==> src/rtl/ntp_isa_pkg.sv <==
// Opcode constants and fetch FSM state type shared by the fetch unit.
package ntp_isa_pkg;

  localparam logic [2:0]  OP_JMP_MSB3 = 3'b111;
  localparam logic [4:0]  OP_LD       = 5'b10100;
  localparam logic [4:0]  OP_HLT      = 5'b10001;
  localparam logic [23:0] NOP_WORD    = 24'h000000;

  typedef enum logic [2:0] {
    RUN,
    JMP1,
    JMP2,
    LDW,
    HALT
  } fetch_state_e;

  function automatic logic [4:0] ins_op(input logic [23:0] ins_word);
    return ins_word[23:19];
  endfunction

endpackage

==> src/rtl/ntp_pc_reg.sv <==
// Program counter with freeze, load and increment; wraps modulo 2**ADDR_W.
module ntp_pc_reg #(
  parameter int unsigned ADDR_W = 8
) (
  input  logic              clk,
  input  logic              reset,
  input  logic              i_freeze,
  input  logic              i_load,
  input  logic [ADDR_W-1:0] i_load_addr,
  input  logic              i_stall,
  output logic [ADDR_W-1:0] o_pc
);

  localparam logic [ADDR_W-1:0] One = {{(ADDR_W-1){1'b0}}, 1'b1};

  logic [ADDR_W-1:0] r_pc;

  // Freeze beats a redirect, which beats a plain stall.
  always_ff @(posedge clk or negedge reset) begin
    if (!reset) begin
      r_pc <= '0;
    end else if (i_freeze) begin
      r_pc <= r_pc;
    end else if (i_load) begin
      r_pc <= i_load_addr;
    end else if (!i_stall) begin
      r_pc <= r_pc + One;
    end
  end

  assign o_pc = r_pc;

endmodule

==> src/rtl/ntp_fetch_unit.sv <==
// Fetch end of the stall interface: PC, NOP insertion and jump/load/halt tracking.
// Optional STALL_CNT_EN adds a saturating stall-cycle counter output.
module ntp_fetch_unit #(
  parameter int unsigned ADDR_W   = 8,
  parameter logic [23:0] NOP_WORD = ntp_isa_pkg::NOP_WORD
) (
  input  logic              clk,
  input  logic              reset,
  input  logic              Stall,
  input  logic              Stall_pm,
  input  logic [23:0]       pm_data,
  input  logic              jmp_taken,
  input  logic [ADDR_W-1:0] jmp_addr,
  output logic [ADDR_W-1:0] pm_addr,
  output logic [23:0]       ins,
  output logic              halted,
`ifdef STALL_CNT_EN
  output logic [15:0]       stall_cnt,
`endif
  output logic              seq_err
);

  import ntp_isa_pkg::*;

  fetch_state_e r_state;
  fetch_state_e w_state_next;
  logic [4:0]   w_op;
  logic         w_in_jmp;
  logic         w_freeze;
  logic         w_load;
  logic         r_halted;
  logic         r_seq_err;

  assign ins      = Stall_pm ? NOP_WORD : pm_data;
  assign w_op     = ins_op(ins);
  assign w_in_jmp = (r_state == JMP1) || (r_state == JMP2);

  always_comb begin
    w_state_next = r_state;
    unique case (r_state)
      RUN: begin
        if (Stall) begin
          if (w_op[4:2] == OP_JMP_MSB3) begin
            w_state_next = JMP1;
          end else if (w_op == OP_LD) begin
            w_state_next = LDW;
          end else if (w_op == OP_HLT) begin
            w_state_next = HALT;
          end
        end
      end
      JMP1:    w_state_next = JMP2;
      JMP2:    w_state_next = RUN;
      LDW:     w_state_next = RUN;
      HALT:    w_state_next = HALT;
      default: w_state_next = RUN;
    endcase
  end

  // PC must not move on the very edge that enters HALT.
  assign w_freeze = (r_state == HALT) || (w_state_next == HALT);
  assign w_load   = jmp_taken && w_in_jmp;

  always_ff @(posedge clk or negedge reset) begin
    if (!reset) begin
      r_state   <= RUN;
      r_halted  <= 1'b0;
      r_seq_err <= 1'b0;
    end else begin
      r_state  <= w_state_next;
      r_halted <= (w_state_next == HALT);
      if (jmp_taken && !w_in_jmp) begin
        r_seq_err <= 1'b1;
      end
    end
  end

  ntp_pc_reg #(
    .ADDR_W (ADDR_W)
  ) u_pc_reg (
    .clk         (clk),
    .reset       (reset),
    .i_freeze    (w_freeze),
    .i_load      (w_load),
    .i_load_addr (jmp_addr),
    .i_stall     (Stall),
    .o_pc        (pm_addr)
  );

  assign halted  = r_halted;
  assign seq_err = r_seq_err;

`ifdef STALL_CNT_EN
  logic [15:0] r_stall_cnt;

  always_ff @(posedge clk or negedge reset) begin
    if (!reset) begin
      r_stall_cnt <= '0;
    end else if ((Stall || (r_state != RUN)) && (r_stall_cnt != 16'hFFFF)) begin
      r_stall_cnt <= r_stall_cnt + 16'd1;
    end
  end

  assign stall_cnt = r_stall_cnt;
`endif

endmodule

==> config.mk <==
export PLATFORM = sky130hd
export DESIGN_NAME = ntp_fetch_unit
export DESIGN_NICKNAME = d
export VERILOG_FILES = /design/src/rtl/ntp_isa_pkg.sv /design/src/rtl/ntp_pc_reg.sv /design/src/rtl/ntp_fetch_unit.sv
export SDC_FILE = /design/constraint.sdc
export NUM_CORES = 1
export LEC_CHECK = 0
export ABC_CLOCK_PERIOD_IN_PS = 3300
export CORE_MARGIN = 2
export CORE_UTILIZATION = 25
export CTS_CLUSTER_DIAMETER = 120
export DETAILED_ROUTE_END_ITERATION = 7
export GPL_TIMING_DRIVEN = 0
export PLACE_DENSITY_LB_ADDON = 0.05
export SLEW_MARGIN = 15
export SYNTH_ARGS = -nofsm -noshare
export SYNTH_HDL_FRONTEND = slang
export SYNTH_SLANG_ARGS = --single-unit
==> constraint.sdc <==
create_clock -name clk -period 3.3 [get_ports clk]
set_input_delay 0.33 -clock clk [delete_from_list [all_inputs] [get_ports clk]]
set_output_delay 0.33 -clock clk [all_outputs]
set_load 0.05 [all_outputs]
==> implementation parameters <==
Parameter                              Value

Layout
  Nets ... 218
  Number of non-filler instances in the completed layout ... 227
  Fill count ... 367
  Area grow syn2layout ... 87.6%
  Most common cell after layout, fill and taps aside ... clkdlybuf4s50_1
  Post-route cell area ... 1730 sq um
  ANT cells ... 0
  Top library cells by usage in the layout, fill and taps aside ... clkdlybuf4s50_1, nor2b_1, dfrtp_1
  Fraction of layout cells with a size suffix above 1 ... 0.0559

Timing
  Final hold vios ... 0
  Final-layout setup total negative slack ... 0 ns
  Slew at the pin closest to its max-slew limit ... 0.645 ns
  Final count of negative-setup-slack endpoints ... 0
  Fmax ... 0.414 GHz
  Post-route clock period utilization ... 0.733
  Max-Slew Margin vs Limit ... 0.569
  Number of slew-limit violations in the final report ... 0
  Final worst path period need ... between 2 and 2.5 ns
  Final setup skew ... 0.000853 ns
  Setup repair after global routing missed its margin ... false

Outcome
  Outcome ... completed

Critical path
  Delay of the slowest critical-path stage ... 0.84 ns
  Capture point of the worst reg-to-reg path ... u_pc_reg.o_pc[1]
  Reg-to-reg setup timing slack ... 1.49 ns
  RR Startpoint ... r_state[2]
  Worst Setup Path Type ... in2out
  Highest net fanout along the worst path ... 10
  Startpoint type of the worst setup path ... primary input
  Total buffers and inverters traversed by the critical path ... 3
  CP top delay family ... buffers and inverters
  Top cell by count, worst path ... clkdlybuf4s50_1
  CP cell instances ... clkdlybuf4s50_1 -> clkbuf_1 -> nor2b_1 -> clkdlybuf4s50_1
  Arrival @ worst endpoint ... approximately 2.1 ns
  Req. time, crit path ... 2.97 ns
  Capturing element type of the critical path ... output port
  Register-to-Register Path Depth ... 4
  Critical-path top delay cell ... clkdlybuf4s50_1

Global routing
  Met3 routing resource usage after global routing ... 0.0486
  Vias in the first global route ... 1,017
  Number of antenna violations at the first check in global routing ... 0
  GRT overflow ... 0
  GRT Max-Usage Layer ... met2
  Tot GR Track Use ... 0.151
  GRT met2 Usage ... 0.262
  GR Layer Usage met1 ... 0.182
  Global-route wire length before repair ... between 4 and 5 mm
  Largest net degree at the start of global routing ... 14

Die
  Number of placed I/O pins ... around 70
  Core Footprint ... 3610 sq um
  Y dimension of the die ... 64.7 um
  Total die area ... 4180 sq um
  Overall die width ... 64.7 um
  Row count ... 22
  Initial Utilization ... 0.255

Clock tree
  CTS max path bufs ... 2
  # Post-CTS Setup Buffers ... 0
  Level count of the clock H-tree ... 1
  Post-cts hold buffer count ... 0
  Number of clock buffers inserted by TritonCTS ... 3
  Clock latency on the worst-skew pair ... 0.24 ns
  Library cell used as clock root buffer ... clkbuf_8
  TritonCTS clock tree ... built
  Count of clock tree sinks ... 13
  CTS-repair resized insts ... 0
  Reg clk slew, reported paths ... around 0.06 ns

Routing
  Vias per std cell ... 4.73
  Number of iterations in the first detailed-routing pass ... 4
  Sum of routed wire length over all layers ... 3.09 mm
  Post-route DRC violation count ... 0
  Remaining number of nets flagged by the antenna check after routing ... 0
  Average wire length per cell after detail routing ... approximately 14 um
  Vias ... 1,073
  Iteration-0 DRC count of the detailed router ... 57

Placed design
  Detailed placement HPWL ... 2.47 mm
  Placed cell area ... about 1700 sq um
  Buffers added on ports ... 70
  Routability cong. ... about 0.75
  Post-placement cell count ... 223

Min path
  Worst min-delay path startpoint ... seq_err
  Number of cells on the worst hold path ... 1
  Worst Hold Path EP ... seq_err
  Path category of the worst min-delay check ... reg2reg

Flow run
  Max Cap Violations ... 0

Yosys
  Top post-synthesis cells by area ... dfrtp_1, nor2b_1, a2bb2oi_1, a211oi_1, mux2_2
  Cell variety after synth ... 32
  Mean cell area of the mapped netlist ... between 8 and 9 sq um
  Post-synthesis instance area ... 920 sq um
  Share of Yosys cell area claimed by the top area cell type ... 0.354
  Most instantiated flip-flop cell in the synthesis netlist ... dfrtp_1
  Cells after synthesis ... between 100 and 150
  Yosys reg bits ... 13
  Cell taking the most area after synthesis ... dfrtp_1
  Number of warning messages in the yosys log ... 0
  Fraction of the yosys area taken by sequential cells ... 0.354
  Post-synth ARST share ... 1.00
  Number of enable flip-flop cells after synthesis ... 0
  Net count after synthesis ... between 100 and 150

Power and ir drop
  Power after layout ... between 0.9 and 1 mW
  Power density of the placed cells ... ~570 nW/um^2
  Maximum resistive drop on vdd ... 0.000275 V
  Static power due to leakage ... around 0.67 nW
## stage by stage
step | setup WS [ns] | hold slack (ns) | util
after floorplan | 1.58 | 0.0344 | -
after global placement | 0.900 | 0.456 | 0.466
after detailed placement | 0.861 | 0.456 | 0.466
after CTS | 0.861 | 0.474 | 0.478
after global routing | 0.722 | 0.515 | 0.478
final | 0.883 | 0.465 | 0.478
## worst max-delay path by stage
stage	slack (ns)	end	startpoint	cells after the start
6_report	0.88	ins[15]	Stall_pm	4
5_1_grt	0.72	ins[15]	Stall_pm	4
4_1_cts	0.86	ins[15]	Stall_pm	4
3_5_place_dp	0.86	ins[13]	Stall_pm	4
3_3_place_gp	0.90	ins[13]	Stall_pm	4
2_1_floorplan	1.58	u_pc_reg.o_pc[4]	u_pc_reg.o_pc[1]	4
## final cells by class
type,instances,area [sq um],share of cell area
well taps,48,60.1,0.0348
flip-flops and latches,13,325,0.189
clock buffers,4,45.0,0.0261
plain buffers,3,15.0,0.00870
multi-input cells,86,568,0.329
repair buffers,70,701,0.406
inverters,3,11.3,0.00653
## kinds of logic (layout without fill, tap and decap cells)
kind of cell | after synthesis | after routing | share of synthesized area
AOI/OAI and AO/OA | 25 | 25 | 0.197
DFF | 13 | 13 | 0.354
and+or+nand+nor | 54 | 54 | 0.339
adders and majority gates | 1 | 1 | 0.0136
buffers and inverters | 6 | 80 | 0.0286
xor gates and xnor gates | 1 | 1 | 0.00953
muxes | 5 | 5 | 0.0585
## sequential cells by signal, summed over array words and instances (netlist names)
| signal | flops |
|---|---|
| seq_err | 1 |
| u_pc_reg.o_pc | 8 |
| halted | 1 |
| r_state | 3 |
## power by group
group / total, mW / internal (mW) / switching, mW
sequential: 0.279 / 0.210 / 0.0691
clock: 0.146 / 0.0854 / 0.0606
combinational: 0.559 / 0.228 / 0.331
total: 0.983 / 0.523 / 0.461
## cell usage after synthesis, types with 2 or more instances
cell type	count
inv_1	3
nand3_1	4
a21oi_1	2
a2bb2oi_1	5
nand2b_1	3
o21ai_0	5
dfrtp_1	13
mux2_2	3
mux2i_1	2
nor3_1	4
nand2_1	6
nor2b_1	23
o22ai_1	2
a211oi_1	5
clkbuf_1	2
nor2_1	7
## routing by layer
layer  share of wire  routed length, um
met1            0.39               1210
met2            0.53               1640
met3           0.072                222
met4          0.0032                 10
met5               0                  0
No activity file was read; power rests on OpenSTA's default activity.
